File: src/rtl/vram_pkg.sv
// Shared types and constants for the VRAM port arbiter and its helpers.
package vram_pkg;

    localparam int VRAM_ADDR_W = 16;
    localparam int VRAM_DATA_W = 16;

    // Data returned alongside dr_err when a read is abandoned.
    localparam logic [15:0] VRAM_RD_ERR_DATA = 16'h0000;

    typedef enum logic [1:0] {
        ST_IDLE     = 2'd0,
        ST_WR       = 2'd1,
        ST_RD_ISSUE = 2'd2,
        ST_RD_WAIT  = 2'd3
    } vram_arb_state_t;

endpackage

File: src/rtl/cycle_timer.sv
// Loadable down-counter; done_o is high while the count rests at zero.
module cycle_timer #(
    parameter int W    = 8,
    parameter int INIT = 0
) (
    input  logic         clk,
    input  logic         reset,
    input  logic         load_i,
    input  logic [W-1:0] load_val_i,
    input  logic         en_i,
    output logic         done_o
);

    logic [W-1:0] count_q;
    logic [W-1:0] count_d;

    always_comb begin
        count_d = count_q;
        if (load_i) begin
            count_d = load_val_i;
        end else if (en_i && (count_q != '0)) begin
            count_d = count_q - W'(1);
        end
    end

    always_ff @(posedge clk) begin
        if (reset) begin
            count_q <= W'(INIT);
        end else begin
            count_q <= count_d;
        end
    end

    assign done_o = (count_q == '0);

endmodule

File: src/rtl/vram_arbiter.sv
// Shares the SDRAM FIFO port between the board writer and the display fetcher:
// reads lead during active video, writes lead during vertical sync.
module vram_arbiter
    import vram_pkg::*;
#(
    parameter int ADDR_W       = VRAM_ADDR_W,
    parameter int DATA_W       = VRAM_DATA_W,
    parameter int STARVE_LIMIT = 64,
    parameter int RD_TIMEOUT   = 255
) (
    input  logic              clk,
    input  logic              reset,
    input  logic              vs,
    input  logic              gw_req,
    input  logic [ADDR_W-1:0] gw_addr,
    input  logic [DATA_W-1:0] gw_data,
    output logic              gw_ack,
    input  logic              dr_req,
    input  logic [ADDR_W-1:0] dr_addr,
    output logic              dr_ack,
    output logic              dr_valid,
    output logic [DATA_W-1:0] dr_data,
    output logic              dr_err,
    output logic              write,
    output logic [ADDR_W-1:0] writeaddr,
    output logic [DATA_W-1:0] writedata,
    input  logic              wr_full,
    output logic              read,
    output logic [ADDR_W-1:0] readaddr,
    input  logic [DATA_W-1:0] readdata,
    input  logic              rd_empty,
    output logic [3:0]        err_cnt
);

    localparam int STARVE_W = $clog2(STARVE_LIMIT + 1);
    localparam int RDTO_W   = $clog2(RD_TIMEOUT + 1);

    function automatic logic [3:0] sat_inc4(input logic [3:0] v);
        return (v == 4'hF) ? v : v + 4'd1;
    endfunction

    vram_arb_state_t state_q;
    logic            vs_q;
    logic            wr_elig, rd_elig;
    logic            grant_wr, grant_rd;
    logic            lo_elig, lo_grant;
    logic            vs_toggle;
    logic            starve, rd_done;

    always_comb begin
        wr_elig  = gw_req && !wr_full;
        rd_elig  = dr_req;
        grant_wr = 1'b0;
        grant_rd = 1'b0;
        if (state_q == ST_IDLE) begin
            if (wr_elig && rd_elig) begin
                // vs picks the favoured side; a raised starve flag flips it.
                grant_wr = vs ^ starve;
                grant_rd = !(vs ^ starve);
            end else begin
                grant_wr = wr_elig;
                grant_rd = rd_elig;
            end
        end
        lo_elig   = vs ? rd_elig  : wr_elig;
        lo_grant  = vs ? grant_rd : grant_wr;
        vs_toggle = (vs != vs_q);
    end

    // Starve count runs down from STARVE_LIMIT on every denied low-priority cycle.
    cycle_timer #(.W(STARVE_W), .INIT(STARVE_LIMIT)) u_starve (
        .clk        (clk),
        .reset      (reset),
        .load_i     (vs_toggle || lo_grant),
        .load_val_i (STARVE_W'(STARVE_LIMIT)),
        .en_i       (lo_elig && !lo_grant),
        .done_o     (starve)
    );

    // Loaded during RD_ISSUE so it reaches zero on the last allowed RD_WAIT cycle.
    cycle_timer #(.W(RDTO_W), .INIT(RD_TIMEOUT - 1)) u_rd_timeout (
        .clk        (clk),
        .reset      (reset),
        .load_i     (state_q == ST_RD_ISSUE),
        .load_val_i (RDTO_W'(RD_TIMEOUT - 1)),
        .en_i       (state_q == ST_RD_WAIT),
        .done_o     (rd_done)
    );

    always_ff @(posedge clk) begin
        if (reset) begin
            state_q   <= ST_IDLE;
            vs_q      <= 1'b0;
            gw_ack    <= 1'b0;
            dr_ack    <= 1'b0;
            dr_valid  <= 1'b0;
            dr_data   <= '0;
            dr_err    <= 1'b0;
            write     <= 1'b0;
            writeaddr <= '0;
            writedata <= '0;
            read      <= 1'b0;
            readaddr  <= '0;
            err_cnt   <= 4'd0;
        end else begin
            vs_q     <= vs;
            write    <= 1'b0;
            gw_ack   <= 1'b0;
            read     <= 1'b0;
            dr_ack   <= 1'b0;
            dr_valid <= 1'b0;
            dr_err   <= 1'b0;
            case (state_q)
                ST_IDLE: begin
                    if (grant_wr) begin
                        state_q   <= ST_WR;
                        write     <= 1'b1;
                        gw_ack    <= 1'b1;
                        writeaddr <= gw_addr;
                        writedata <= gw_data;
                    end else if (grant_rd) begin
                        state_q  <= ST_RD_ISSUE;
                        read     <= 1'b1;
                        dr_ack   <= 1'b1;
                        readaddr <= dr_addr;
                    end
                end
                ST_WR:       state_q <= ST_IDLE;
                ST_RD_ISSUE: state_q <= ST_RD_WAIT;
                ST_RD_WAIT: begin
                    if (!rd_empty) begin
                        state_q  <= ST_IDLE;
                        dr_valid <= 1'b1;
                        dr_data  <= readdata;
                    end else if (rd_done) begin
                        state_q  <= ST_IDLE;
                        dr_valid <= 1'b1;
                        dr_err   <= 1'b1;
                        dr_data  <= DATA_W'(VRAM_RD_ERR_DATA);
                        err_cnt  <= sat_inc4(err_cnt);
                    end
                end
                default:     state_q <= ST_IDLE;
            endcase
        end
    end

endmodule

File: config.mk
export PLATFORM = sky130hd
export DESIGN_NAME = vram_arbiter
export DESIGN_NICKNAME = d
export VERILOG_FILES = /design/src/rtl/vram_pkg.sv /design/src/rtl/cycle_timer.sv /design/src/rtl/vram_arbiter.sv
export SDC_FILE = /design/constraint.sdc
export NUM_CORES = 1
export LEC_CHECK = 0
export ABC_AREA = 1
export ABC_CLOCK_PERIOD_IN_PS = 2330
export CAP_MARGIN = 20
export CORE_ASPECT_RATIO = 0.8
export CORE_MARGIN = 2
export CORE_UTILIZATION = 43
export CTS_CLUSTER_SIZE = 14
export DETAILED_ROUTE_END_ITERATION = 7
export GPL_ROUTABILITY_DRIVEN = 0
export GPL_TIMING_DRIVEN = 1
export PLACE_DENSITY = 0.8
export SLEW_MARGIN = 20
export SYNTH_ARGS = -nofsm -noshare
export SYNTH_HDL_FRONTEND = slang
export SYNTH_SLANG_ARGS = --single-unit
export TNS_END_PERCENT = 5
File: constraint.sdc
create_clock -name clk -period 2.33 [get_ports clk]
set_clock_uncertainty 0.05 [all_clocks]
set_input_delay 0.466 -clock clk [delete_from_list [all_inputs] [get_ports clk]]
set_output_delay 0.466 -clock clk [all_outputs]
set_load 0.02 [all_outputs]
# Yosys cells after proc, flatten, opt, wreduce, memory -nomap -nowiden
# Cells that the tools add are included.
[word_totals] elab_cells=72 ff_bits=90 in_bits=71 output_inout_bits=74
[op_classes] n_bitwise=6 addsub=3 n_eq_ne=8 muxes=17 n_reduce_logical=25
[ops] op="$mux 16" n=2
[ops] op="$mux 1" n=10
[ops] op="$logic_not 8->1" n=1
[ops] op="$mux 2" n=4
[ops] op="$pmux 2 s4" n=1
[ops] op="$reduce_bool 8->1" n=1
[ops] op="$reduce_or 2->1" n=4
[ops] op="$sub 8x1->8 const B" n=1
[ops] op="$logic_not 7->1" n=1
[ops] op="$reduce_bool 7->1" n=1
[ops] op="$sub 7x1->7 const B" n=1
[ops] op="$ne 3x3->1 const B" n=2
[ops] op="$reduce_and 2->1" n=3
[ops] op="$reduce_or 3->1" n=2
[ops] op="$logic_and 1x1->1" n=5
[ops] op="$not 1->1" n=5
[ops] op="$add 4x1->4 const B" n=1
[ops] op="$eq 2x2->1 const B" n=2
[ops] op="$eq 4x4->1 const B" n=1
[ops] op="$reduce_and 4->1" n=1
[ops] op="$logic_not 1->1" n=3
[ops] op="$reduce_and 3->1" n=1
[ops] op="$eq 2x1->1 const B" n=1
[ops] op="$logic_not 2->1" n=1
[ops] op="4 further kinds" n=4

# Longest topological paths before layout
[logic_depth] word_depth=9 mapped_depth=11 mapped_depth_nobuf=11

# By module
# From an unflattened synthesis, not the netlist that was laid out.
[hier_totals] cells_unflattened=589 area_unflattened_um2=4361.7
[modules_own_cells] module="vram_arbiter" cells_per_inst=420 area_each_um2=3229.3 seq_area_each_um2=1501.4 n_inst=1
[modules_own_cells] module="cycle_timer (u_rd_timeout)" cells_per_inst=90 area_each_um2=596.8 seq_area_each_um2=160.2 n_inst=1
[modules_own_cells] module="cycle_timer (u_starve)" cells_per_inst=79 area_each_um2=535.5 seq_area_each_um2=140.1 n_inst=1

# Least setup slack after synthesis
# Ideal clock, no wire load.
[synth_path] kind="register to register" from="reg u_starve.count_q[0]" to="reg writeaddr[10]" setup_ns=0.116 t_required_ns=2.164 arrival_ns=1.536 synth_period_minus_slack_ns=1.702 n_path_buf=1 path_slack_ns=0.628 stages_incl_launch_ff=12 cell_sequence="dfxtp_1 > inv_1 > ha_1 > nand2_1 > nor2_4 > xor2_2 > nand2b_2 > nand2_4 > clkinv_4 > buf_6 > nor2_1 > nor2_1"
[synth_via] elab_chain_cells=5
[synth_lines] item="start, declared" line="cycle_timer.sv:14" text="logic [W-1:0] count_q;"
[synth_lines] item="start signal, assigned" line="cycle_timer.sv:28" text="count_q <= W'(INIT);"
[synth_lines] item="start signal, assigned" line="cycle_timer.sv:30" text="count_q <= count_d;"
[synth_lines] item="$logic_not 7->1" line="cycle_timer.sv:34" text="assign done_o = (count_q == '0);"
[synth_lines] item="$xor 1x1->1" line="vram_arbiter.sv:58" text="grant_wr = vs ^ starve;"
[synth_lines] item="$mux 1" line="vram_arbiter.sv:56" text="if (wr_elig && rd_elig) begin"
[synth_lines] item="$mux 1" line="vram_arbiter.sv:55" text="if (state_q == ST_IDLE) begin"
[synth_lines] item="$reduce_and 2->1 (no line)"
[synth_lines] item="end signal, assigned" line="vram_arbiter.sv:119" text="writeaddr <= gw_addr;"
[synth_lines] item="end, declared" line="vram_arbiter.sv:25" text="output logic [ADDR_W-1:0] writeaddr,"
# No other way between the ends.
# A chain may end at the register's enable or synchronous reset.

# Final worst setup path
[layout_path] from="reg u_starve.count_q[0]" to="reg writeaddr[9]"
# The elaborated chain is that of the path after synthesis.

==> run metrics <==
Setup violations, final=0; CTS tree=yes; Fin Setup TNS=0 ps; fill cell count=667; WP data required=2530 ps; DRT Wirelength=9.20 mm; Leakage=2.02 nW; CTS sink cnt=90; vias in the first global route=3,171; Main synth FF type=dfxtp_1; Total Routing Usage GR=0.208; Worst Path Arrival=2260 ps; Worst path slowest cell=dfxtp_1; Num CTS Buffers=9; status=finished clean; First DRT Iteration DRCs=183; initial core utilization=0.444; Hold Crit Class=reg2reg; CTS Hold Bufs=0; warnings from Yosys=0; drt pass-1 iters=5; vias per cell=4.80; CP Buf/Inv Count=2; Hold Fails Final Rpt=0; drt wl/cell=13.0 µm; Vert. Die Dim=85.0 µm; Worst path top cell family by delay=simple AND/OR/NAND/NOR gates; Net Switching=1.12 mW; number of post-CTS setup repair buffers=0; power per cell area=694 nW/µm²; DRC=0; first-pass GRT wire length=15.0 mm; IO Port Bufs=144; Crit Path Category=reg2reg; core area=7950 µm²; area leader, netlist=dfxtp_1; Slew Viols, Final=0; kind of start point of the critical path=register; met1 WL=4.03 mm; EDFF count, synth=0; largest net degree at the start of global routing=33; fin nets=669; IO Pins=145; CTS resizes=0; Max-cap violations=0; DRT antenna net count=0; Clock transition at path regs=90 ps; RSZ-0062 raised after global routing=false; die area=8950 µm²; Sw Ratio=0.310; CP cell instances=inv_1 -> ha_1 -> nand2_1 -> nor2_4 -> xor2_2 -> nand2b_2 -> nand2_4 -> clkinv_4 -> nor2_1 -> nor2_1; Std-Cell Rows=29; synth unique cells=36; die width=105 µm; fin crit period=2060 ps; Yosys top cell area share=0.511; max layer used=met4; gr ovfl total=0; metal2 WL=4.47 mm; vias=3,392; sequential cell fraction of total power=0.480; fraction of layout instances using a drive strength above 1=0.0618; clk root buf=clkbuf_8; top cells by area, synth=dfxtp_1 51%, nor2_1 13%, o21ai_0 6.5%; Routed met3 length=620 µm; Rel. slew slack=0.754; pin slew with the least headroom to its limit=365 ps; Max Freq=0.485 GHz; Seq/Total Area, Yosys=0.511; clk_lat worst skew=360 ps; H-tree levels=3; Cells after Synth=452; endpoint class of the critical path=register; most frequent cell after synthesis=nor2_1; Synth async-reset ratio=0; clock tree buffer depth=2; initial antenna violation count=0; Layout area overhead=47.8%; Crit path largest cell delay=320 ps; Yosys reg bits=90; Comb power frac=0.254; synth cell count leaders=121 x nor2_1, 90 x dfxtp_1, 59 x nand2_1; crit path max fanout=32; Clk pwr share=0.267; synthesized cell area=3530 µm²; diode count=0; Tcrit/Tclk final=0.885; Synth Net Count=526; Pint=2.50 mW; Peak VDD IR=0.442 mV; post-layout util=0.656; syn avg cell area=7.81 µm²; DPL Wire Length=6.86 mm; most used cell, CP=nor2_1
## cell usage in the layout (no fill, tap or decap), types with 2 or more instances in the layout
| master | Yosys | routed |
|---|---|---|
| o21ai_1 | 8 | 8 |
| nor2_1 | 121 | 121 |
| inv_1 | 26 | 26 |
| nand3_1 | 11 | 11 |
| clkbuf_8 | 0 | 9 |
| or2_1 | 2 | 2 |
| xnor2_1 | 3 | 3 |
| a21oi_1 | 28 | 28 |
| nor2_2 | 3 | 3 |
| clkinv_4 | 1 | 2 |
| clkinvlp_4 | 0 | 2 |
| xor2_1 | 5 | 5 |
| nor3_1 | 2 | 2 |
| o21a_1 | 2 | 2 |
| inv_2 | 2 | 2 |
| inv_6 | 0 | 3 |
| o21ai_0 | 46 | 46 |
| ha_1 | 3 | 3 |
| buf_4 | 2 | 6 |
| o211ai_1 | 5 | 5 |
| nand2_1 | 59 | 59 |
| clkdlybuf4s50_1 | 0 | 144 |
| nand4_1 | 3 | 3 |
| dfxtp_1 | 90 | 90 |
| nand2_2 | 2 | 2 |
## worst min-delay path, stage by stage (launching register included)
cell,delay [ps]
dfxtp_1,330
nand2_1,60
nand2_1,40
## registers in the layout, summed over array words and instances (netlist names)
signal and flops:
dr_data 16, dr_err 1, dr_valid 1, err_cnt 4, read 1, readaddr 16
state_q 2, u_rd_timeout.count_q 8, u_starve.count_q 7, vs_q 1, write 1, writeaddr 16
writedata 16
## routing by layer
metal	GRT usage	up-vias
met5	0	-
li1	-	1735
met1	0.250	1540
met2	0.364	110
met4	0.0533	0
met3	0.0622	7
## stage by stage
stage	std cells	power (mW)	cell area, µm²	worst slack (ps)	hold slack (ps)
final	707	3.62	5220	268	416
after global routing	707	3.82	5220	75.5	442
after CTS	707	3.65	5220	258	419
after detailed placement	692	2.69	5040	55.2	391
after global placement	692	2.67	5040	143	391
after floorplan	452	2.28	3530	628	369
## final cells by class
class	count	area (µm²)	share of cell area
Tap cell	108	135	0.0259
Inverter	29	114	0.0218
Timing Repair Buffer	151	1510	0.289
Multi-Input combinational cell	314	1490	0.285
Clock inverter	6	50.0	0.00959
Clock buffer	9	124	0.0237
Sequential cell	90	1800	0.345
## path summary, 6_finish.rpt
kind / slack (ps) / cells after the start / start / endpoint
hold / removal: 420 / 2 / u_starve.count_q[6]$_SDFFE_PP1P_ / u_starve.count_q[6]$_SDFFE_PP1P_
setup reg to reg: 270 / 10 / u_starve.count_q[0]$_SDFFE_PP0P_ / writeaddr[9]$_SDFFE_PP0P_
setup / recovery: 270 / 10 / u_starve.count_q[0]$_SDFFE_PP0P_ / writeaddr[9]$_SDFFE_PP0P_
hold reg to reg: 420 / 2 / u_starve.count_q[6]$_SDFFE_PP1P_ / u_starve.count_q[6]$_SDFFE_PP1P_
## power groups by stage
stage	sequential [mW]	clock, mW	combinational, mW
6_report	1.74	0.965	0.918
2_1_floorplan	1.90	0	0.381
3_3_place_gp	1.77	0	0.899
3_5_place_dp	1.77	0	0.918
5_1_grt	1.75	1.07	1.00
4_1_cts	1.74	0.991	0.923
## kinds of logic (layout without fill, tap and decap cells)
| group | count (synthesis) | after routing | synth area share |
|---|---|---|---|
| xor+xnor | 9 | 9 | 0.0245 |
| flops | 90 | 90 | 0.511 |
| simple gates | 210 | 210 | 0.248 |
| buf+inv | 48 | 195 | 0.0684 |
| compound gates | 92 | 92 | 0.138 |
| fa+ha+maj | 3 | 3 | 0.0106 |
(Power assumes the default switching activity.)
